### config.mk
export PLATFORM = sky130hd
export DESIGN_NAME = pattern_count_top
export DESIGN_NICKNAME = d
export VERILOG_FILES = /design/src/rtl/pattern_count_top.sv
export SDC_FILE = /design/constraint.sdc
export NUM_CORES = 1
export LEC_CHECK = 0
export CORE_AREA = 8 8 46 48
export DETAILED_ROUTE_END_ITERATION = 10
export DIE_AREA = 0 0 54 56
export PLACE_DENSITY = 0.72
export SLEW_MARGIN = 15
export SYNTH_ARGS = -nofsm -noshare
export SYNTH_HDL_FRONTEND = slang
export SYNTH_SLANG_ARGS = --single-unit
### constraint.sdc
create_clock -name clk -period 3 [get_ports clk]
set_clock_uncertainty 0.2 [all_clocks]
set_input_delay 0.3 -clock clk [delete_from_list [all_inputs] [get_ports clk]]
set_output_delay 0.3 -clock clk [all_outputs]
set_load 0.05 [all_outputs]
### src/rtl/pattern_count_top.sv
// Pattern-search engine: scans a 32-byte message held in a local data memory
// for a 5-bit pattern, counting byte-local hits, bytes with any hit, and all
// windows of the bit stream, then writes the three counts back to memory.

module pattern_count_mem (
  input  logic       clk,
  input  logic [7:0] raddr_a,
  input  logic [7:0] raddr_b,
  output logic [7:0] rdata_a,
  output logic [7:0] rdata_b,
  input  logic       we,
  input  logic [7:0] waddr,
  input  logic [7:0] wdata
);

  logic [7:0] core [256];

  assign rdata_a = core[raddr_a];
  assign rdata_b = core[raddr_b];

  // Single synchronous write port; contents are never cleared so preloads survive reset
  always_ff @(posedge clk) begin
    if (we) begin
      core[waddr] <= wdata;
    end
  end

endmodule

module pattern_count_top #(
  parameter int MSG_BYTES = 32,
  parameter int PAT_ADDR  = 32,
  parameter int RES_ADDR  = 33
) (
  input  logic clk,
  input  logic reset,
  output logic done
);

  localparam logic [7:0] LAST_IDX = 8'(MSG_BYTES - 1);
  localparam logic [7:0] PAT_A    = 8'(PAT_ADDR);
  localparam logic [7:0] RES_A    = 8'(RES_ADDR);

  typedef enum logic [2:0] {
    PAT,
    SCAN,
    W0,
    W1,
    W2,
    DONE
  } state_t;

  state_t      state;
  logic [7:0]  index;
  logic [4:0]  pattern;
  logic [7:0]  ctb;
  logic [7:0]  cto;
  logic [7:0]  cts;

  logic [7:0]  rd_addr_a;
  logic [7:0]  rd_addr_b;
  logic [7:0]  rd_data_a;
  logic [7:0]  rd_data_b;
  logic        mem_we;
  logic [7:0]  mem_waddr;
  logic [7:0]  mem_wdata;

  logic        last_byte;
  logic [7:0]  cur;
  logic [7:0]  nxt;
  logic [2:0]  local_hits;
  logic [3:0]  cross_hits;

  pattern_count_mem dm1 (
    .clk     (clk),
    .raddr_a (rd_addr_a),
    .raddr_b (rd_addr_b),
    .rdata_a (rd_data_a),
    .rdata_b (rd_data_b),
    .we      (mem_we),
    .waddr   (mem_waddr),
    .wdata   (mem_wdata)
  );

  assign last_byte = (index == LAST_IDX);
  assign rd_addr_a = (state == PAT) ? PAT_A : index;
  assign rd_addr_b = index + 8'd1;
  assign cur       = rd_data_a;
  assign nxt       = last_byte ? 8'h00 : rd_data_b;

  // Count pattern hits in the current byte and in the 16-bit cur/nxt window;
  // on the final byte only the four windows that lie inside it are counted
  always_comb begin
    logic [15:0] w;
    local_hits = 3'd0;
    cross_hits = 4'd0;
    w = {cur, nxt};
    for (int k = 0; k < 4; k++) begin
      if (cur[k +: 5] == pattern) begin
        local_hits = local_hits + 3'd1;
      end
    end
    for (int o = 0; o < 8; o++) begin
      if ((o < 4 || !last_byte) && (w[15 - o -: 5] == pattern)) begin
        cross_hits = cross_hits + 4'd1;
      end
    end
  end

  // Result write-back: one memory write per write state, blocked while in reset
  always_comb begin
    mem_we    = 1'b0;
    mem_waddr = RES_A;
    mem_wdata = ctb;
    case (state)
      W0: begin
        mem_we    = reset;
        mem_waddr = RES_A;
        mem_wdata = ctb;
      end
      W1: begin
        mem_we    = reset;
        mem_waddr = RES_A + 8'd1;
        mem_wdata = cto;
      end
      W2: begin
        mem_we    = reset;
        mem_waddr = RES_A + 8'd2;
        mem_wdata = cts;
      end
      default: begin
        mem_we = 1'b0;
      end
    endcase
  end

  // Control FSM: fetch pattern, scan one byte per edge, write three results, then hold done
  always_ff @(posedge clk) begin
    if (!reset) begin
      state   <= PAT;
      index   <= 8'd0;
      pattern <= 5'd0;
      ctb     <= 8'd0;
      cto     <= 8'd0;
      cts     <= 8'd0;
      done    <= 1'b0;
    end else begin
      case (state)
        PAT: begin
          pattern <= rd_data_a[7:3];
          index   <= 8'd0;
          state   <= SCAN;
        end
        SCAN: begin
          ctb <= ctb + {5'd0, local_hits};
          cto <= cto + {7'd0, (local_hits != 3'd0)};
          cts <= cts + {4'd0, cross_hits};
          if (last_byte) begin
            state <= W0;
          end else begin
            index <= index + 8'd1;
          end
        end
        W0: begin
          state <= W1;
        end
        W1: begin
          state <= W2;
        end
        W2: begin
          done  <= 1'b1;
          state <= DONE;
        end
        DONE: begin
          state <= DONE;
        end
        default: begin
          state <= PAT;
        end
      endcase
    end
  end

endmodule

==> impl_metrics.yaml, run 1 <==
clock_tree:
  cts_root_buffer: "clkbuf_4"
  clk_transition_reported_paths_ps: 70
  post_cts_buffers: 0
  cts_made_buffers: 3
  cts.sinks: 12
  max_buffers_root_to_sink: 2
  cts_tree: "yes"
  post_cts_hold_buffer_count: 0
  cts.repair.resized: 0
  clkLatencyLatePin_ps: 290
  h_tree_levels: 1
logic_synthesis:
  yosysWarningCount: 0
  post_synth_main_area_contributors: "dfxtp_1 35%, nand2_1 4.4%, and3_1 3.7%"
  synth_seq_area_share_pct: 35.3
  async_flop_share_pct: 0
  ys_types: 38
  synth_flop_cell: "dfxtp_1"
  netlist_instances: 81
  post-synth-top-count-cell: "dfxtp_1"
  synth_edf_count: 0
  post-synth-top-area-fraction_pct: 35.3
  yosys-top-cells-count: "12 x dfxtp_1, 8 x nand2_1, 6 x nor2_1"
  synth.net_count: 84
  ys_ff_latch: 12
  netlist_area_sq_um: 681
  synth.largest_area_cell: "dfxtp_1"
  synth_area_per_cell_sq_um: 8.40
sta:
  setup_total_negative_slack_ps: 0
  min_period_ps: 1910
  worst_slew_pin_slew_ps: 523
  slew_violations: 0
  final.hold.worst_slack_ps: 275
  unrepaired_setup_endpoints_after_global_routing: "false"
  final_hold_violation_count: 0
  max_freq_mhz: 523
  max_slew_margin_pct: 64.8
  final_min_period_over_clock_period_pct: 63.7
  setup-violations-final: 0
layout:
  area.growth.synth_to_final_pct: 6.99
  layout-drive-gt1-share_pct: 8.54
  total_non_filler_cell_area_in_the_finished_layout_sq_um: 728
  multiInputGateArea_sq_um: 400
  layout.area.seq_sq_um: 240
  fillers: 147
  antenna-diode-count: 0
  design.final.nets: 86
run:
  cap_violations: 0
floorplanning:
  horiz_die_dim_um: 54
  initial_core_util_pct: 47.4
  floorplan.die_area_sq_um: 3020
  top_level_ports: 3
  placeableCoreArea_sq_um: 1440
  std_cell_rows: 14
  dieHeight_um: 56
setup_path:
  slowest_stage: "clkdlybuf4s50_1"
  cp_top_family: "buffers and inverters"
  timing.critical_path.to_type: "output port"
  critPathRequiredTime_ps: 2500
  critical_path.max_stage_delay_ps: 800
  crit_path_start: "done$_SDFFE_PN0N_"
  timing.rr.start: "index[0]$_SDFFE_PN0P_"
  worstPathCellList: "clkdlybuf4s50_1"
  worst-path-max-fanout: 2
  critical_path.startpoint_type: "flop"
  worst-endpoint-arrival_ps: 1410
  crit_type: "reg2out"
  cp.buffers_inverters: 1
route:
  dr_total_vias: 617
  1st_iter_drt_viols: 17
  post_drt_wl_per_cell_um: 14.6
  avgViaCountPerCell: 6.30
  detailedRoute.firstPassIterationCount: 4
  route.detailed.drc: 0
  number_of_nets_with_antenna_violations_after_detailed_routing: 0
  postRouteWirelength_um: 1430
power_and_ir_drop:
  power_density_nw_per_um2: 430
  vdd_ir_drop_max_v: 0.000263
  static-leakage-power_nw: 0.249
grt:
  grt_pass1_wl_um: 2670
  first_global_vias: 594
  grt_usage_pct: 11.6
  grt_overflow_total: 0
  antenna_found_initial: 0
  grt_start_max_net_pins: 19
status:
  status: "finished clean"
worst_hold_path:
  timing.hold.worst.start: "done$_SDFFE_PN0N_"
  hp-class: "reg2reg"
place:
  detailed_place_hpwl_um: 939
  placement.io_buffers: 2
  dpl_cell_area_sq_um: 692
  globalplace.congestion: 0.807
==> per-layer routing <==
| metal | GRT usage (%) | up-vias | wire [um] |
|---|---|---|---|
| li1 | - | 306 | - |
| met1 | 14.9 | 289 | 682 |
| met4 | 8.45 | 0 | 51 |
| met2 | 15.4 | 18 | 620 |
| met3 | 3.21 | 4 | 80 |
| met5 | 0 | - | 0 |
==> worst paths after layout <==
kind,to,slack (ps),cells after the start
min reg2reg,done$_SDFFE_PN0N_,280,1
max reg2reg,index[3]$_SDFFE_PN0P_,1260,4
min,done$_SDFFE_PN0N_,280,1
max,done,1090,1
==> cells by family after synthesis <==
group	count (synthesis)	synth area share (%)
compound gates	20	21.5
fa+ha+maj	1	1.84
buf+inv	8	5.88
flops	12	35.3
mux	1	1.65
simple gates	39	33.8
==> cell type report <==
cell class              count  share of cell area [%]
flip-flops and latches     12                    33.0
well taps                  16                    2.75
clock buffers               4                    4.98
inverters                   3                    1.55
repair buffers              2                    2.75
multi-input cells          61                    55.0
==> flip-flops by register name (all words and copies together), names as in the netlist <==
register,count
index,8
state,3
done,1
==> cell usage in the layout, fill, tap and decap left out, drive strengths merged, types with 2 or more instances in the layout <==
master and instances:
and3 4, nand4 2, nand2 8, nor2 6, inv 3, o221ai 2, clkbuf 4, nor3 2
and2 3, clkdlybuf4s50 2, nand4b 2, a21oi 3, a31oi 2, nand3 4, dfxtp 12, o21ai 4
==> stage by stage <==
step | instances | power (mW) | setup slack, ps | utilization, %
global route | 98 | 0.318 | 1060 | 50.7
detailed placement | 94 | 0.180 | 886 | 48.2
global placement | 94 | 0.180 | 951 | 48.2
finish | 98 | 0.313 | 1090 | 50.7
floorplan | 81 | 0.178 | 1340 | -
CTS | 98 | 0.314 | 1070 | 50.7
==> power breakdown <==
part           internal [mW]  switching, mW
Sequential             0.161        0.00463
Combinational        0.00513        0.00594
Clock                 0.0740         0.0620
No activity file was read; power rests on OpenSTA's default activity.
==> inputs of run 2 (changes only) <==
clock period = 1.87 ns   (was 3 ns; I/O delays follow)
==> impl_metrics.yaml, run 2 (same netlist as run 1, synthesis figures left out) <==
status:
  status: "finished clean"
setup_path:
  worstPathCellList: "ha_1, and4_1, and2_1, a221o_1"
  critical_path.max_stage_delay_ps: 340
  slowest_stage: "dfxtp_1"
  timing.critical_path.to_type: "flop"
  timing.rr.start: "index[1]$_SDFFE_PN0P_"
  worst-endpoint-arrival_ps: 1610
  reg2reg_to: "index[3]$_SDFFE_PN0P_"
  worst-r2r-cell-count: 4
  critical_path.startpoint_type: "flop"
  worst-r2r-setup-slack_ps: 220
  critPathRequiredTime_ps: 1840
  worst-path-max-fanout: 5
  crit_type: "reg2reg"
power_and_ir_drop:
  vdd_ir_drop_max_v: 0.000346
  power_density_nw_per_um2: 600
  static-leakage-power_nw: 0.264
floorplanning:
  initial_core_util_pct: 47.4
  horiz_die_dim_um: 54
  placeableCoreArea_sq_um: 1440
  floorplan.die_area_sq_um: 3020
  top_level_ports: 3
  dieHeight_um: 56
  std_cell_rows: 14
grt:
  first_global_vias: 530
  grt_start_max_net_pins: 14
  grt_usage_pct: 9.92
  grt_overflow_total: 0
  antenna_found_initial: 0
  grt_pass1_wl_um: 2330
layout:
  layout-drive-gt1-share_pct: 12.9
  most-common-layout-cells: "12 x dfxtp_1, 8 x nand2_1, 6 x nor2_1, 5 x buf_4"
  largest_reg_flops: 8
  largest_registers: "index: 8 flops, state: 3 flops, done: 1 flops"
  utilization_of_the_core_after_routing_pct: 51.7
  antenna-diode-count: 0
  layoutNonFillerInstCount: 101
  area.growth.synth_to_final_pct: 9.01
  fillers: 145
  design.final.nets: 90
  layout.area.seq_sq_um: 240
  multiInputGateArea_sq_um: 400
  registers.top_by_ff_count: "index"
  layout_commonest_cell: "dfxtp_1"
worst_hold_path:
  hp-class: "reg2reg"
  timing.hold.worst_path_depth: 1
  timing.hold.worst.start: "done$_SDFFE_PN0N_"
  holdPathEnd: "done$_SDFFE_PN0N_"
clock_tree:
  cts.sinks: 12
  post_cts_hold_buffer_count: 0
  cts_tree: "yes"
  clk_transition_reported_paths_ps: 70
  cts_made_buffers: 3
  cts_root_buffer: "clkbuf_4"
  clkLatencyLatePin_ps: 270
  post_cts_buffers: 0
  max_buffers_root_to_sink: 2
  h_tree_levels: 1
  cts.repair.resized: 0
sta:
  final_min_period_over_clock_period_pct: 88.0
  setup_total_negative_slack_ps: 0
  max_slew_margin_pct: 68.3
  max_freq_mhz: 608
  slew_violations: 0
  final.hold.worst_slack_ps: 269
  setup-violations-final: 0
  min_period_ps: 1650
  final_hold_violation_count: 0
  unrepaired_setup_endpoints_after_global_routing: "false"
  worst_slew_pin_slew_ps: 471
route:
  detailedRoute.firstPassIterationCount: 4
  1st_iter_drt_viols: 18
  dr_total_vias: 621
  route.detailed.drc: 0
  post_drt_wl_per_cell_um: 13.2
  number_of_nets_with_antenna_violations_after_detailed_routing: 0
  postRouteWirelength_um: 1340
  avgViaCountPerCell: 6.15
run:
  cap_violations: 0
place:
  numPlacedInstances: 98
  placement.io_buffers: 2
  detailed_place_hpwl_um: 978
  globalplace.congestion: 0.836
run 2: final cells by class:
cell class	count	share of cell area, %
inverter	3	1.52
sequential	12	32.4
tap	16	2.70
multi-input combinational	61	54.0
timing repair buffer	6	6.41
clock buffer	3	3.04
run 2: power by group:
group	internal [mW]	total (mW)	switching, mW	leakage (nW)
sequential	0.259	0.262	0.00368	0.0973
clock	0.0746	0.157	0.0826	0.0138
combinational	0.0125	0.0260	0.0135	0.153
total	0.346	0.445	0.0998	0.264
run 2: worst max path at each step:
stage	start	endpoint	slack [ps]	cells after the start
3_5_place_dp	reset	index[3]$_SDFFE_PN0P_	180	4
6_report	index[1]$_SDFFE_PN0P_	index[3]$_SDFFE_PN0P_	220	4
3_3_place_gp	reset	index[3]$_SDFFE_PN0P_	210	4
5_1_grt	index[1]$_SDFFE_PN0P_	index[3]$_SDFFE_PN0P_	140	4
2_1_floorplan	index[0]$_SDFFE_PN0P_	index[3]$_SDFFE_PN0P_	210	5
4_1_cts	index[1]$_SDFFE_PN0P_	index[3]$_SDFFE_PN0P_	220	4
run 2: worst max-delay path, delay by kind of cell, from the launching register on:
family                     cells  cell delay (ps)
and+or+nand+nor                2              450
AOI/OAI and AO/OA              1              320
DFF                            1              340
adders and majority gates      1              220
run 2: per-layer routing:
layer | global-route usage, % | up-vias | wire length (um)
li1 | - | 318 | -
met1 | 12.7 | 282 | 644
met2 | 13.9 | 17 | 624
met3 | 2.41 | 4 | 47
met4 | 6.34 | 0 | 23
met5 | 0 | - | 0
run 2: through the flow:
stage / cell area [sq um] / worst slack [ps] / power (mW)
floorplan: 681 / 215 / 0.285
global placement: 719 / 206 / 0.294
detailed placement: 719 / 177 / 0.294
CTS: 742 / 220 / 0.451
global route: 742 / 138 / 0.463
finish: 742 / 224 / 0.445
==> inputs of run 3 (changes only) <==
CORE_AREA = 2 2 40 42   (was 8 8 46 48)
DIE_AREA = 0 0 42 44   (was 0 0 54 56)
GPL_ROUTABILITY_DRIVEN = 0   (was unset)
==> impl_metrics.yaml, run 3 (same netlist as run 1, synthesis figures left out) <==
sta:
  final_hold_violation_count: 0
  min_period_ps: 1770
  worst_slew_pin_slew_ps: 503
  setup_total_negative_slack_ps: 0
  max_slew_margin_pct: 66.3
  unrepaired_setup_endpoints_after_global_routing: "false"
  final_min_period_over_clock_period_pct: 94.6
  max_freq_mhz: 565
  setup-violations-final: 0
  slew_violations: 0
power_and_ir_drop:
  seq_power_share_pct: 51.7
  switching_power_uw: 117
  power.share.clock_pct: 42.8
  vdd_ir_drop_max_v: 0.000410
  power.combinational.fraction_pct: 5.6
  power_density_nw_per_um2: 674
  switching_share_pct: 23.0
  static-leakage-power_nw: 0.265
  int_pwr_uw: 391
worst_hold_path:
  hp-class: "reg2reg"
  holdPathEnd: "done$_SDFFE_PN0N_"
  timing.hold.worst_path_depth: 1
  timing.hold.worst.start: "done$_SDFFE_PN0N_"
layout:
  antenna-diode-count: 0
  total_non_filler_cell_area_in_the_finished_layout_sq_um: 753
  layout-drive-gt1-share_pct: 11.9
  design.final.nets: 88
  most-common-layout-cells: "12 x dfxtp_1, 8 x nand2_1, 6 x nor2_1"
  multiInputGateArea_sq_um: 400
  area.growth.synth_to_final_pct: 10.7
  largest_reg_flops: 8
  layout.area.seq_sq_um: 240
  largest_registers: "index: 8 flops, state: 3 flops, done: 1 flops"
  fillers: 132
  layout_commonest_cell: "dfxtp_1"
  registers.top_by_ff_count: "index"
route:
  postRouteWirelength_um: 1420
  avgViaCountPerCell: 6.27
  route.detailed.drc: 0
  dr_total_vias: 627
  post_drt_wl_per_cell_um: 14.2
  1st_iter_drt_viols: 13
  detailedRoute.firstPassIterationCount: 5
  number_of_nets_with_antenna_violations_after_detailed_routing: 0
grt:
  antenna_found_initial: 0
  first_global_vias: 509
  grt_usage_pct: 17.5
  grt_start_max_net_pins: 17
  grt_pass1_wl_um: 2340
  grt_overflow_total: 0
floorplanning:
  top_level_ports: 3
  placeableCoreArea_sq_um: 1420
  std_cell_rows: 14
  floorplan.die_area_sq_um: 1850
  initial_core_util_pct: 48.0
  horiz_die_dim_um: 42
  dieHeight_um: 44
run:
  cap_violations: 0
setup_path:
  worst-r2r-setup-slack_ps: 100
  worst-r2r-cell-count: 4
  critPathRequiredTime_ps: 1820
  crit_path_start: "index[0]$_SDFFE_PN0P_"
  worstPathCellList: "ha_1, and4_1, and2_1, o221ai_1"
  crit_type: "reg2reg"
  worst-endpoint-arrival_ps: 1720
  slowest_stage: "dfxtp_1"
  worst-path-max-fanout: 7
  critical_path.max_stage_delay_ps: 430
  reg2reg_to: "index[1]$_SDFFE_PN0P_"
  cp.buffers_inverters: 0
  timing.critical_path.to_type: "flop"
  cp_top_family: "simple AND/OR/NAND/NOR gates"
  critical_path.startpoint_type: "flop"
  timing.rr.start: "index[0]$_SDFFE_PN0P_"
clock_tree:
  cts.sinks: 12
  cts_root_buffer: "clkbuf_4"
  cts_tree: "yes"
  post_cts_buffers: 0
  post_cts_hold_buffer_count: 0
  cts.repair.resized: 0
  cts_made_buffers: 3
  max_buffers_root_to_sink: 2
  h_tree_levels: 1
  clkLatencyLatePin_ps: 280
  clk_transition_reported_paths_ps: 80
place:
  placement.io_buffers: 2
  detailed_place_hpwl_um: 999
  dpl_cell_area_sq_um: 717
status:
  status: "finished clean"
run 3: worst reg2reg max path, delay by kind of cell (launching register included):
kind / cells / cell delay [ps]
AO/OA/AOI/OAI: 1 / 150
adder cells (fa/ha/maj): 1 / 230
flip-flops: 1 / 430
AND/OR/NAND/NOR: 2 / 640
run 3: power by group through the flow:
stage / logic (mW) / clock network (mW) / registers, mW
2_1_floorplan: 0.0169 / 0 / 0.268
3_3_place_gp: 0.0274 / 0 / 0.268
3_5_place_dp: 0.0279 / 0 / 0.268
4_1_cts: 0.0280 / 0.216 / 0.262
5_1_grt: 0.0300 / 0.239 / 0.263
6_report: 0.0282 / 0.217 / 0.262
run 3: how the worst max path moves through the flow:
stage	to	slack, ps	cells after the start
after floorplan	index[3]$_SDFFE_PN0P_	210	5
after global placement	index[3]$_SDFFE_PN0P_	150	4
after detailed placement	index[3]$_SDFFE_PN0P_	120	4
after CTS	index[3]$_SDFFE_PN0P_	110	4
after global routing	index[0]$_SDFFE_PN0P_	20	4
final	index[1]$_SDFFE_PN0P_	100	4
run 3: through the flow:
step / power (mW) / instances / setup slack (ps) / util [%] / hold slack [ps]
floorplan: 0.285 / 81 / 215 / - / 271
global placement: 0.296 / 96 / 148 / 50.5 / 270
detailed placement: 0.296 / 96 / 123 / 50.5 / 290
CTS: 0.507 / 100 / 115 / 53.1 / 309
global route: 0.531 / 100 / 22.7 / 53.1 / 328
finish: 0.508 / 100 / 100 / 53.1 / 303
run 3: cell type report:
class                   instances  share of cell area [%]
flip-flops and latches         12                    31.9
multi-input cells              61                    53.2
well taps                      16                    2.66
clock buffers                   4                    4.82
repair buffers                  4                    5.98
inverters                       3                    1.50
run 3: routing by layer:
| metal | part of all wire, % | GRT usage (%) |
|---|---|---|
| met1 | 48 | 22.1 |
| met5 | 0 | 0 |
| met4 | 1.3 | 9.68 |
| met2 | 48 | 25.9 |
| met3 | 2.4 | 6.25 |
